`src/rtl/regfile_rename_pkg.sv`:
```
// -----------------------------------------------------------------------------
// regfile_rename_pkg
//   Shared configuration for the rename-aware architectural register file.
//   Holds the default geometry (register count, data width, ROB tag width,
//   read port count), the named widths used across the block, and a helper
//   for sizing the busy counter.
// -----------------------------------------------------------------------------
package regfile_rename_pkg;

  // Default geometry of the register file
  localparam int NREG_DEF = 32;
  localparam int DW_DEF   = 32;
  localparam int TW_DEF   = 4;
  localparam int NRD_DEF  = 2;

  // Named widths shared with the rest of the core
  localparam int RegAddrLen = $clog2(NREG_DEF);
  localparam int RegLen     = DW_DEF;
  localparam int RobTagLen  = TW_DEF;

  localparam logic [RegLen-1:0]     ZERO_WORD   = {RegLen{1'b0}};
  localparam logic [RegAddrLen-1:0] RegAddrZero = {RegAddrLen{1'b0}};

  // Width needed to count 0..n inclusive
  function automatic int count_width(input int n);
    return $clog2(n + 1);
  endfunction

endpackage

```
`src/rtl/regfile_rename_if.sv`:
```
// -----------------------------------------------------------------------------
// regfile_rename_if
//   Bundle between decode/issue + ROB (master) and the register file (slave).
//   master drives: rdy, flush, ren_en/ren_addr/ren_tag,
//                  cmt_en/cmt_addr/cmt_tag/cmt_data, rd_addr
//   slave drives : rd_data, rd_busy, rd_tag, busy_count
//   Read port i occupies [i*AW +: AW] of rd_addr, [i*DW +: DW] of rd_data and
//   [i*TW +: TW] of rd_tag.
// -----------------------------------------------------------------------------
interface regfile_rename_if
  import regfile_rename_pkg::*;
#(
  parameter int NREG = NREG_DEF,
  parameter int DW   = DW_DEF,
  parameter int TW   = TW_DEF,
  parameter int NRD  = NRD_DEF
);
  localparam int AW = $clog2(NREG);
  localparam int CW = count_width(NREG);

  logic              rdy;
  logic              flush;
  logic              ren_en;
  logic [AW-1:0]     ren_addr;
  logic [TW-1:0]     ren_tag;
  logic              cmt_en;
  logic [AW-1:0]     cmt_addr;
  logic [TW-1:0]     cmt_tag;
  logic [DW-1:0]     cmt_data;
  logic [NRD*AW-1:0] rd_addr;
  logic [NRD*DW-1:0] rd_data;
  logic [NRD-1:0]    rd_busy;
  logic [NRD*TW-1:0] rd_tag;
  logic [CW-1:0]     busy_count;

  modport master (
    output rdy, flush, ren_en, ren_addr, ren_tag,
           cmt_en, cmt_addr, cmt_tag, cmt_data, rd_addr,
    input  rd_data, rd_busy, rd_tag, busy_count
  );

  modport slave (
    input  rdy, flush, ren_en, ren_addr, ren_tag,
           cmt_en, cmt_addr, cmt_tag, cmt_data, rd_addr,
    output rd_data, rd_busy, rd_tag, busy_count
  );

endinterface

```
`src/rtl/regfile_rename_status_table.sv`:
```
// -----------------------------------------------------------------------------
// regfile_status_table
//   Rename status of every architectural register: busy bit, producing ROB
//   tag, and the number of registers currently renamed.
//   Ports:
//     clk, rst_n              clock, async active-low reset
//     rdy_i                   global ready, state holds when low
//     flush_i                 drop every rename
//     ren_en_i/addr/tag       rename a destination to a ROB tag
//     cmt_en_i/addr/tag       ROB commit, releases a matching rename
//     busy_o, tag_o           current status of each register
//     busy_count_o            number of busy registers
//   Register 0 is never renamed, so its busy bit and tag stay zero.
// -----------------------------------------------------------------------------
module regfile_status_table
  import regfile_rename_pkg::*;
#(
  parameter int NREG = NREG_DEF,
  parameter int TW   = TW_DEF,
  parameter int AW   = $clog2(NREG),
  parameter int CW   = count_width(NREG)
) (
  input  logic          clk,
  input  logic          rst_n,
  input  logic          rdy_i,
  input  logic          flush_i,
  input  logic          ren_en_i,
  input  logic [AW-1:0] ren_addr_i,
  input  logic [TW-1:0] ren_tag_i,
  input  logic          cmt_en_i,
  input  logic [AW-1:0] cmt_addr_i,
  input  logic [TW-1:0] cmt_tag_i,
  output logic [NREG-1:0] busy_o,
  output logic [TW-1:0] tag_o [NREG],
  output logic [CW-1:0] busy_count_o
);

  localparam logic [AW-1:0] ADDR_ZERO = {AW{1'b0}};
  localparam logic [CW-1:0] CNT_ZERO  = {CW{1'b0}};
  localparam logic [CW-1:0] CNT_ONE   = {{(CW-1){1'b0}}, 1'b1};
  localparam logic [CW-1:0] CNT_MAX   = CW'(NREG - 1);

  logic [NREG-1:0] busy_q, busy_d;
  logic [TW-1:0]   tag_q [NREG];
  logic [TW-1:0]   tag_d [NREG];
  logic [CW-1:0]   cnt_q, cnt_d;

  logic flush_s;
  logic cmt_hit_s;
  logic ren_hit_s;
  logic inc_s;
  logic dec_s;

  // A commit only releases the rename it produced: an older producer whose
  // tag was superseded by a newer rename leaves the register busy.
  assign flush_s   = rdy_i & flush_i;
  assign cmt_hit_s = rdy_i & cmt_en_i & (cmt_addr_i != ADDR_ZERO)
                   & busy_q[cmt_addr_i] & (tag_q[cmt_addr_i] == cmt_tag_i);
  assign ren_hit_s = rdy_i & ren_en_i & (ren_addr_i != ADDR_ZERO) & ~flush_i;

  // Counter moves only when a bit really changes; a rename on top of a
  // clearing commit to the same register leaves the count untouched.
  assign inc_s = ren_hit_s & ~busy_q[ren_addr_i];
  assign dec_s = cmt_hit_s & ~(ren_hit_s & (ren_addr_i == cmt_addr_i));

  // Next busy bits and tags: rename beats commit-clear, flush beats both
  always_comb begin
    busy_d = busy_q;
    tag_d  = tag_q;
    for (int i = 0; i < NREG; i++) begin
      busy_d[i] = ~flush_s
                & ((ren_hit_s & (ren_addr_i == AW'(i)))
                 | (busy_q[i] & ~(cmt_hit_s & (cmt_addr_i == AW'(i)))));
      tag_d[i]  = (ren_hit_s && (ren_addr_i == AW'(i))) ? ren_tag_i : tag_q[i];
    end
  end

  // Next busy count, saturating at the number of renameable registers
  always_comb begin
    cnt_d = cnt_q;
    case ({flush_s, inc_s, dec_s})
      3'b010:  cnt_d = (cnt_q < CNT_MAX) ? (cnt_q + CNT_ONE) : cnt_q;
      3'b001:  cnt_d = (cnt_q != CNT_ZERO) ? (cnt_q - CNT_ONE) : cnt_q;
      3'b100,
      3'b101,
      3'b110,
      3'b111:  cnt_d = CNT_ZERO;
      default: cnt_d = cnt_q;
    endcase
  end

  // Status state registers
  always_ff @(posedge clk or negedge rst_n) begin
    if (!rst_n) begin
      busy_q <= {NREG{1'b0}};
      cnt_q  <= CNT_ZERO;
      for (int i = 0; i < NREG; i++) begin
        tag_q[i] <= {TW{1'b0}};
      end
    end else begin
      busy_q <= busy_d;
      cnt_q  <= cnt_d;
      tag_q  <= tag_d;
    end
  end

  assign busy_o       = busy_q;
  assign tag_o        = tag_q;
  assign busy_count_o = cnt_q;

endmodule

```
`src/rtl/regfile_rename.sv`:
```
// -----------------------------------------------------------------------------
// regfile_rename
//   Architectural register file with per-register rename status for the
//   out-of-order core. Issue reads operands (value or producing ROB tag) and
//   renames destinations; ROB commit writes values back and releases renames;
//   flush drops every rename.
//   Ports:
//     clk    clock, all state updates on posedge
//     rst_n  asynchronous active-low reset
//     bus    regfile_rename_if.slave (rename/commit/flush inputs, read ports,
//            busy_count)
//   Optional feature macro: REGFILE_BYPASS_EN
//     defined   : a read hitting an active commit returns cmt_data and the
//                 post-commit busy state in the same cycle
//     undefined : reads show pre-edge state only
//   Same-cycle renames are never forwarded to read ports.
// -----------------------------------------------------------------------------
module regfile_rename
  import regfile_rename_pkg::*;
#(
  parameter int NREG = NREG_DEF,
  parameter int DW   = DW_DEF,
  parameter int TW   = TW_DEF,
  parameter int NRD  = NRD_DEF
) (
  input logic            clk,
  input logic            rst_n,
  regfile_rename_if.slave bus
);

  localparam int AW = $clog2(NREG);
  localparam int CW = count_width(NREG);
  localparam logic [AW-1:0] ADDR_ZERO = {AW{1'b0}};

  logic [DW-1:0]   regs_q [NREG];
  logic [NREG-1:0] busy_s;
  logic [TW-1:0]   tag_s [NREG];
  logic [CW-1:0]   busy_count_s;
  logic            cmt_act_s;

  logic [NRD*DW-1:0] rd_data_s;
  logic [NRD-1:0]    rd_busy_s;
  logic [NRD*TW-1:0] rd_tag_s;
  logic [AW-1:0]     ra_s;
  logic [DW-1:0]     val_s;
  logic              bsy_s;
  logic [TW-1:0]     tg_s;

  // Register 0 is excluded here, so its entry keeps the reset value of zero.
  assign cmt_act_s = bus.rdy & bus.cmt_en & (bus.cmt_addr != ADDR_ZERO);

  regfile_status_table #(
    .NREG (NREG),
    .TW   (TW),
    .AW   (AW),
    .CW   (CW)
  ) u_status (
    .clk          (clk),
    .rst_n        (rst_n),
    .rdy_i        (bus.rdy),
    .flush_i      (bus.flush),
    .ren_en_i     (bus.ren_en),
    .ren_addr_i   (bus.ren_addr),
    .ren_tag_i    (bus.ren_tag),
    .cmt_en_i     (bus.cmt_en),
    .cmt_addr_i   (bus.cmt_addr),
    .cmt_tag_i    (bus.cmt_tag),
    .busy_o       (busy_s),
    .tag_o        (tag_s),
    .busy_count_o (busy_count_s)
  );

  // Data array: commit write-back, independent of flush
  always_ff @(posedge clk or negedge rst_n) begin
    if (!rst_n) begin
      for (int i = 0; i < NREG; i++) begin
        regs_q[i] <= ZERO_WORD[DW-1:0];
      end
    end else if (cmt_act_s) begin
      regs_q[bus.cmt_addr] <= bus.cmt_data;
    end
  end

  // Read ports: value, busy and tag of the addressed register
  always_comb begin
    rd_data_s = {(NRD*DW){1'b0}};
    rd_busy_s = {NRD{1'b0}};
    rd_tag_s  = {(NRD*TW){1'b0}};
    ra_s      = ADDR_ZERO;
    val_s     = {DW{1'b0}};
    bsy_s     = 1'b0;
    tg_s      = {TW{1'b0}};
    for (int p = 0; p < NRD; p++) begin
      ra_s  = bus.rd_addr[p*AW +: AW];
      val_s = regs_q[ra_s];
      bsy_s = busy_s[ra_s];
      tg_s  = tag_s[ra_s];
`ifdef REGFILE_BYPASS_EN
      // Forward the committing value; busy drops only if this commit is the
      // producer the register is still waiting on.
      if (cmt_act_s && (bus.cmt_addr == ra_s)) begin
        val_s = bus.cmt_data;
        bsy_s = bsy_s & (tg_s != bus.cmt_tag);
      end else begin
        val_s = regs_q[ra_s];
        bsy_s = busy_s[ra_s];
      end
`endif
      rd_data_s[p*DW +: DW] = val_s;
      rd_busy_s[p]          = bsy_s;
      rd_tag_s[p*TW +: TW]  = tg_s;
    end
  end

  assign bus.rd_data    = rd_data_s;
  assign bus.rd_busy    = rd_busy_s;
  assign bus.rd_tag     = rd_tag_s;
  assign bus.busy_count = busy_count_s;

endmodule

```
`src/flat_wrapper.sv`:
```
// flat-port wrapper written by rule: the top's interface ports become plain ports
module regfile_rename_flat import regfile_rename_pkg::*;
#(
  parameter int NREG = NREG_DEF,
  parameter int DW   = DW_DEF,
  parameter int TW   = TW_DEF,
  parameter int NRD  = NRD_DEF
)
  (clk, rst_n, bus_rdy, bus_flush, bus_ren_en, bus_ren_addr, bus_ren_tag, bus_cmt_en, bus_cmt_addr, bus_cmt_tag, bus_cmt_data, bus_rd_addr, bus_rd_data, bus_rd_busy, bus_rd_tag, bus_busy_count);
  regfile_rename_if #(.NREG(NREG), .DW(DW), .TW(TW), .NRD(NRD)) bus_i ();
  input logic clk;
  input logic rst_n;
  input wire logic [$bits(bus_i.rdy)-1:0] bus_rdy;
  input wire logic [$bits(bus_i.flush)-1:0] bus_flush;
  input wire logic [$bits(bus_i.ren_en)-1:0] bus_ren_en;
  input wire logic [$bits(bus_i.ren_addr)-1:0] bus_ren_addr;
  input wire logic [$bits(bus_i.ren_tag)-1:0] bus_ren_tag;
  input wire logic [$bits(bus_i.cmt_en)-1:0] bus_cmt_en;
  input wire logic [$bits(bus_i.cmt_addr)-1:0] bus_cmt_addr;
  input wire logic [$bits(bus_i.cmt_tag)-1:0] bus_cmt_tag;
  input wire logic [$bits(bus_i.cmt_data)-1:0] bus_cmt_data;
  input wire logic [$bits(bus_i.rd_addr)-1:0] bus_rd_addr;
  output wire logic [$bits(bus_i.rd_data)-1:0] bus_rd_data;
  output wire logic [$bits(bus_i.rd_busy)-1:0] bus_rd_busy;
  output wire logic [$bits(bus_i.rd_tag)-1:0] bus_rd_tag;
  output wire logic [$bits(bus_i.busy_count)-1:0] bus_busy_count;
  assign bus_i.rdy = bus_rdy;
  assign bus_i.flush = bus_flush;
  assign bus_i.ren_en = bus_ren_en;
  assign bus_i.ren_addr = bus_ren_addr;
  assign bus_i.ren_tag = bus_ren_tag;
  assign bus_i.cmt_en = bus_cmt_en;
  assign bus_i.cmt_addr = bus_cmt_addr;
  assign bus_i.cmt_tag = bus_cmt_tag;
  assign bus_i.cmt_data = bus_cmt_data;
  assign bus_i.rd_addr = bus_rd_addr;
  assign bus_rd_data = bus_i.rd_data;
  assign bus_rd_busy = bus_i.rd_busy;
  assign bus_rd_tag = bus_i.rd_tag;
  assign bus_busy_count = bus_i.busy_count;
  regfile_rename #(.NREG(NREG), .DW(DW), .TW(TW), .NRD(NRD)) u_core (.clk(clk), .rst_n(rst_n), .bus(bus_i));
endmodule
```
`config.mk`:
```
export PLATFORM = sky130hd
export DESIGN_NAME = regfile_rename_flat
export DESIGN_NICKNAME = d
export VERILOG_FILES = /design/src/rtl/regfile_rename_pkg.sv /design/src/rtl/regfile_rename_if.sv /design/src/rtl/regfile_rename_status_table.sv /design/src/rtl/regfile_rename.sv /design/src/flat_wrapper.sv
export SDC_FILE = /design/constraint.sdc
export NUM_CORES = 2
export LEC_CHECK = 0
export BUFFER_PORTS_ARGS = -buffer_cell sky130_fd_sc_hd__buf_2
export CAP_MARGIN = 20
export CORE_UTILIZATION = 54
export DETAILED_ROUTE_END_ITERATION = 7
export PLACE_DENSITY = 0.72
export SLEW_MARGIN = 20
export SYNTH_ARGS = -nofsm -noshare
export SYNTH_HDL_FRONTEND = slang
export SYNTH_HIERARCHICAL = 1
export SYNTH_SLANG_ARGS = --single-unit
```
`constraint.sdc`:
```
create_clock -name clk -period 5.32 [get_ports clk]
set_clock_uncertainty 0.2 [all_clocks]
set_input_delay 0.266 -clock clk [delete_from_list [all_inputs] [get_ports clk]]
set_output_delay 0.266 -clock clk [all_outputs]
set_load 0.02 [all_outputs]
```
# --- Word level (Yosys, flattened, before mapping) ---
# Cells that the tools add are included.
word_totals:
  elab_cells: 429
  output_inout_bits: 80
  ram_bits: 0
  latch_bits: 0
  romBits: 0
  ff_bits: 1190
  mem_count: 0
op_classes:
  bitwise: 210
  magnitude_cmp: 9
  muxes: 29
  div_mod_pow: 0
  n_mul: 0
  shifts: 0
  n_reduce_logical: 41
  n_eq_ne: 72
  add_sub_neg: 2
op_table:
  columns: ["op", "n"]
  rows:
  - ["bitwise mux 1024 bit", 1]
  - ["binary-select mux 32 bit (select 5 bit)", 2]
  - ["demux 32 bit (select 5 bit)", 1]
  - ["== test 5 bit (second input constant)", 32]
  - ["2-to-1 mux 32 bit", 5]
  - ["bitwise AND 1 bit", 139]
  - ["== test 5 x 4 -> 1 bit (second input constant)", 16]
  - ["binary-select mux 4 bit (select 5 bit)", 3]
  - ["== test 5 x 3 -> 1 bit (second input constant)", 8]
  - ["NOT 1 bit", 36]
  - ["logical AND 1 bit", 33]
  - ["OR 1 bit", 32]
  - ["less-than comparator 5 x 6 -> 1 bit (second input constant)", 4]
  - ["2-to-1 mux 4 bit", 6]
  - ["binary-select mux 1 bit (select 5 bit)", 4]
  - ["== test 5 x 2 -> 1 bit (second input constant)", 4]
  - ["greater-or-equal comparator 6 bit (second input constant)", 3]
  - ["NOT 5 -> 6 bit", 3]
  - ["case mux 6 bit (3 select lines)", 1]
  - ["== test 3 bit (second input constant)", 4]
  - ["2-to-1 mux 6 bit", 2]
  - ["== test 5 x 1 -> 1 bit (second input constant)", 2]
  - ["logical NOT 5 bit", 2]
  - ["nonzero test 5 bit", 2]
  - ["other kinds (14)", 18]

# --- Longest topological paths before layout ---
logic_depth:
  word_depth: 11
  depth_mapped: 18

# --- Modules after synthesis ---
# Netlist, hierarchy kept.
modules_own_cells:
  columns: ["module", "cells_per_inst", "instances", "seq_area_each_um2", "area_per_inst_um2"]
  rows:
  - ["regfile_rename", 4975, 1, 25624.6, 58308.4]
  - ["regfile_status_table", 698, 1, 4154.0, 8567.0]

# --- Worst setup path before layout ---
# No wires, ideal clock.
synth_timing:
  kind: "input to register"
  start: "input port bus_cmt_addr[0]"
  end: "register u_core.u_status.cnt_q[4], in the netlist u_core/u_status/busy_count_o[4]"
  path_buffers: 2
  cell_stages: 16
  required_ps: 5042
  slack_ps: 1497
  arrival_time_ps: 3545
  cell_sequence: "buf_6 buf_6 mux4_2 a221oi_2 nand3_1 nand2_1 xor2_2 nand4_4 nor4_4 xor2_1 ha_1 or3_1 a21oi_1 mux2i_1 or3_1 a21oi_1"
synth_between:
  elab_chain_cells: 11
  word_cells_on_any_way: 27
synth_rtl:
  columns: ["item", "line_no", "source"]
  rows:
  - ["start: declaration", "flat_wrapper.sv:19", "input wire logic [$bits(bus_i.cmt_addr)-1:0] bus_cmt_addr;"]
  - ["NOT 5 -> 6 bit (implied by the code)", "regfile_rename_status_table.sv:58", "& busy_q[cmt_addr_i] & (tag_q[cmt_addr_i] == cmt_tag_i);"]
  - ["binary-select mux 4 bit (select 5 bit)", "regfile_rename_status_table.sv:58", null]
  - ["2-to-1 mux 4 bit (implied by the code) (2 in series)", "regfile_rename_status_table.sv:58", null]
  - ["== test 4 bit", "regfile_rename_status_table.sv:58", null]
  - ["bitwise AND 1 bit", "regfile_rename_status_table.sv:58", null]
  - ["bitwise AND 1 bit (*)", "regfile_rename_status_table.sv:64", "assign dec_s = cmt_hit_s & ~(ren_hit_s & (ren_addr_i == cmt_addr_i));"]
  - ["== test 3 bit", "regfile_rename_status_table.sv:81", "case ({flush_s, inc_s, dec_s})"]
  - ["OR reduction 4 bit", "regfile_rename_status_table.sv:81", null]
  - ["nonzero test 3 bit (no line)", null, null]
  - ["AND reduction 3 bit (no line)", null, null]
  - ["end signal: assignment", "regfile_rename_status_table.sv:102", "cnt_q <= cnt_d;"]
  - ["end: declaration", "regfile_rename_status_table.sv:46", "logic [CW-1:0] cnt_q, cnt_d;"]
# Every way passes the cells marked *; elsewhere a longest branch is shown, timed or not. The select of a mux whose other input is x is not followed.
# A chain may end at the register's enable or synchronous reset.

# --- Worst setup path in the final report ---
layout_timing:
  start: "register u_core.u_status.tag_q, in the netlist u_core/u_status/tag_o[0]"
  end: "register u_core.u_status.cnt_q[4], in the netlist u_core/u_status/busy_count_o[4]"
layout_between:
  elab_chain_cells: 10
  word_cells_on_any_way: 18
layout_rtl:
  columns: ["item", "line_no", "source"]
  rows:
  - ["start: declaration", "regfile_rename_status_table.sv:44", "logic [TW-1:0] tag_q [NREG];"]
  - ["start signal: indexed assignment", "regfile_rename_status_table.sv:98", "tag_q[i] <= {TW{1'b0}};"]
  - ["start signal: assignment", "regfile_rename_status_table.sv:103", "tag_q <= tag_d;"]
  - ["binary-select mux 4 bit (select 5 bit) (*)", "regfile_rename_status_table.sv:58", null]
  - ["2-to-1 mux 4 bit (implied by the code) (*) (2 in series)", "regfile_rename_status_table.sv:58", null]
  - ["== test 4 bit (*)", "regfile_rename_status_table.sv:58", null]
  - ["bitwise AND 1 bit (*)", "regfile_rename_status_table.sv:58", null]
  - ["bitwise AND 1 bit (*)", "regfile_rename_status_table.sv:64", null]
  - ["== test 3 bit", "regfile_rename_status_table.sv:81", null]
  - ["OR reduction 4 bit", "regfile_rename_status_table.sv:81", null]
  - ["nonzero test 3 bit (no line)", null, null]
  - ["AND reduction 3 bit (no line)", null, null]
# Marked as above.

==> metrics.csv <==
stage;metric;value;unit
run_status;status;completed;
logic_synthesis;synthesized area per cell;11.8;um^2
clocking;CTS clk-pin slew, worst paths;60;ps
worst_setup_path;reg2reg start;u_core/u_status/tag_o[0];
worst_setup_path;Setup CP Type;flip-flop to flip-flop;
global_routing;Most Crowded Layer GR;met2;
worst_setup_path;required time of the critical path;5790;ps
placed_design;DPL Wire Length;123000;um
clocking;H-Tree Level Count;4;
cells_and_area;design area;73500;um^2
clocking;clk buf depth;3;
logic_synthesis;Post-Synth XOR/XNOR Area;0.129;%
logic_synthesis;number of synthesized flops with an enable pin;0;
logic_synthesis;Post-Syn Nets;5741;
logic_synthesis;dominant cells by area after synthesis;dfrtp_1 45%, mux2_2 19%, mux2i_1 18%;
sta;min Tclk post-route;4420;ps
routing;DRC;0;
floorplanning;Die W;354;um
logic_synthesis;post-synthesis mux area share;38.3;%
worst_setup_path;CP Max Fanout;7;
global_routing;GRT Residual Overflow;0;
logic_synthesis;Post-Synth Adder-Cell Area;0.0374;%
worst_setup_path;critical path's top delay family;simple AND/OR/NAND/NOR gates;
cells_and_area;layout cells sized above 1;30.1;%
worst_setup_path;crit path DAT;4890;ps
routing;vias per inst;6.69;
floorplanning;Chip Height;354;um
worst_setup_path;CP Cell Sequence;mux4_2 -> mux4_2 -> o21ai_2 -> xor2_1 -> nand3_2 -> nor4_4 -> xor2_1 -> ha_1 -> or3_1 -> a21oi_1 -> mux2i_1 -> or3_1 -> a21oi_1;
routing;wirelength, routed;210000;um
min_path;worst hold path depth;5;
sta;Peak Freq;0.226;GHz
floorplanning;die area;125000;um^2
logic_synthesis;complex-gate fraction of the synthesized area;7.80;%
sta;measured slew at the worst slew-check pin;1320;ps
floorplanning;core area;122000;um^2
sta;Rel. slew slack;11.3;%
worst_setup_path;CP Buf/Inv Count;0;
logic_synthesis;Commonest cells post-synth;1,215 x mux2i_1, 1,190 x dfrtp_1, 1,113 x mux2_2;
min_path;Hold Path Sink;u_core/u_status/busy_o[12];
global_routing;vias in the first global route;48743;
logic_synthesis;synthesized flop and latch total;1190;
global_routing;initial antenna violation count;6;
clocking;setup repair bufs after CTS;0;
logic_synthesis;Synth cell types;67;
clocking;CTS-repair resized insts;0;
routing;final antenna-violating net count;0;
logic_synthesis;top-area cell type share of the netlist area;44.5;%
sta;Final WS setup;903;ps
worst_setup_path;Slowest cell on crit path;mux4_2;
power_and_ir_drop;maximum vdd drop;0.310;mV
global_routing;Total GRT Usage;33.0;%
logic_synthesis;sequential share of the synthesized area;44.5;%
logic_synthesis;Synth Warn #;6;
logic_synthesis;largest family of logic cells by synthesized area;multiplexers;
routing;detailed-route wire length per cell;28.8;um
worst_setup_path;startpoint types;flip-flop;
logic_synthesis;most common cell in the netlist;mux2i_1;
worst_setup_path;Worst R2R Path Depth;13;
cells_and_area;Area Overhead vs Synth;9.91;%
logic_synthesis;Synth area leader;dfrtp_1;
worst_setup_path;CP max stage delay;510;ps
power_and_ir_drop;PnR Total Power;24.0;mW
logic_synthesis;post-synthesis simple-gate area fraction;5.16;%
logic_synthesis;ys async rst share;100;%
global_routing;met1 usage;44.9;%
clocking;Clock Latency Late Sink;740;ps
floorplanning;initial core utilization;54.7;%
power_and_ir_drop;power density over the cells;327;nW/um^2
logic_synthesis;mapped cell area;66900;um^2
global_routing;GR Util met3;5.95;%
placed_design;I/O Buffers;145;
placed_design;Placed Area;68900;um^2
power_and_ir_drop;leakage;35.2;nW
run;Max Cap Viol;0;
worst_setup_path;Worst R2R Setup Slack;900;ps
global_routing;first-pass GRT wire length;315000;um
min_path;HP Start;bus_ren_addr[3];
worst_setup_path;Worst Setup End Kind;flip-flop;
routing;Vias;48787;
logic_synthesis;Post-synth top flop;dfrtp_1;
min_path;Hold WC Path Type;primary input to flip-flop;
sta;TNS Setup;0;ps
floorplanning;Rows;128;
routing;Pre-antenna DRT Iters;7;
sta;setup violators final;0;
routing;DR iter-0 viols;4990;
cells_and_area;fillcell total;9930;
clocking;TritonCTS clock tree;done;
global_routing;M2 GR Usage;52.0;%
sta;Slew Limit Fails;0;
sta;Fin. Hold Viols;0;
cells_and_area;Net count, final;5646;
clocking;CTS sink count;1190;
sta;RSZ-0062 raised after global routing;no;
worst_setup_path;Worst R2R End;u_core/u_status/busy_count_o[4];
logic_synthesis;Synth Instances;5673;
clocking;clock buffer count from CTS;134;
global_routing;pin count of the biggest net entering global routing;174;
placed_design;RePlAce Congestion;0.960;
sta;Final Cycle Share;83.0;%
clocking;CTS root buf;clkbuf_16;
floorplanning;I/O pins;146;
placed_design;setup slack at placement;577;ps
## worst min-delay path, cell delays in order
cell     delay [ps]
buf_2           180
nand3_1         200
nor3_1          210
inv_1           100
a21oi_1          60
## power breakdown
group	switching, mW	internal, mW	total (mW)
sequential	0.843	10.1	11.0
combinational	2.11	1.93	4.05
clock	3.74	5.24	8.99
## logic make-up (layout without fill, tap and decap cells)
family / count (synthesis) / in the layout
AND/OR/NAND/NOR: 734 / 734
flip-flops: 1190 / 1190
XOR/XNOR: 9 / 9
buffers and inverters: 586 / 578
adder cells (fa/ha/maj): 2 / 2
multiplexers: 2375 / 2375
AO/OA/AOI/OAI: 777 / 777
other: 0 / 2
## per-layer routing
metal | vias up | part of all wire, %
li1 | 20762 | -
met1 | 25241 | 42
met2 | 2258 | 46
met3 | 520 | 7.8
met4 | 6 | 4.3
met5 | - | 0.018
## flip-flops by register name, indices dropped and copies added, names as in the netlist
| name | flops |
|---|---|
| u_core/regs_q | 1024 |
| u_core/u_status/busy_count_o | 6 |
| u_core/u_status/busy_o | 32 |
| u_core/u_status/tag_o | 128 |
## metrics by stage
step	std cells	hold WS (ps)	utilization, %
final	7292	123	60.1
after global routing	7290	96.4	60.1
after CTS	7290	37.8	60.1
after detailed placement	7026	155	56.3
after global placement	7026	155	56.3
after floorplan	5673	-230	-
## layout make-up
class | count | area, um^2 | area share (%)
Inverter | 20 | 75.1 | 0.102
Clock buffer | 190 | 3890 | 5.29
Antenna cell | 2 | 5.00 | 0.00681
Tap cell | 1625 | 2030 | 2.77
Timing Repair Buffer | 335 | 2780 | 3.78
Clock inverter | 33 | 290 | 0.395
Multi-Input combinational cell | 3897 | 34700 | 47.1
Sequential cell | 1190 | 29800 | 40.5
## layout by cell type, fill, tap and decap left out, types with 6 or more instances in the layout
cell type	synthesis	routed
clkinv_2	0	21
nor3_1	83	83
or2_2	5	7
mux2i_1	1215	1215
mux4_2	32	32
nor2_1	55	30
nand2_1	270	268
buf_12	0	40
mux2_4	6	6
mux2_1	9	9
buf_2	209	141
a22oi_1	231	231
nor2b_1	13	9
o21ai_0	35	35
buf_4	34	111
clkbuf_1	261	27
a22o_1	148	148
clkbuf_16	0	137
nand2b_1	12	7
dlygate4sd3_1	0	41
or3_1	9	9
nor2_4	0	25
a31oi_1	75	75
dfrtp_1	1190	1190
and2_1	8	6
nand3_1	245	243
a21oi_1	261	261
clkbuf_8	0	26
inv_1	20	20
mux2_2	1113	1113
## repair_timing
action / CTS / global route
hold buffers: 41 / 0
endpoints found under the hold margin: 1222 / 0
setup endpoints to repair: 0 / 0
## how the worst max path moves through the flow
stage                                         start                               to  slack [ps]  cells after the start
final                      u_core/u_status/tag_o[0]  u_core/u_status/busy_count_o[4]         900                     13
after global routing      u_core/u_status/tag_o[20]  u_core/u_status/busy_count_o[4]         760                     13
after CTS                  u_core/u_status/tag_o[0]  u_core/u_status/busy_count_o[4]        1020                     13
after detailed placement            bus_cmt_addr[0]  u_core/u_status/busy_count_o[4]         580                     14
after global placement              bus_cmt_addr[0]  u_core/u_status/busy_count_o[4]         600                     15
after floorplan                     bus_cmt_addr[0]  u_core/u_status/busy_count_o[4]        1500                     16
(Power assumes the default switching activity.)
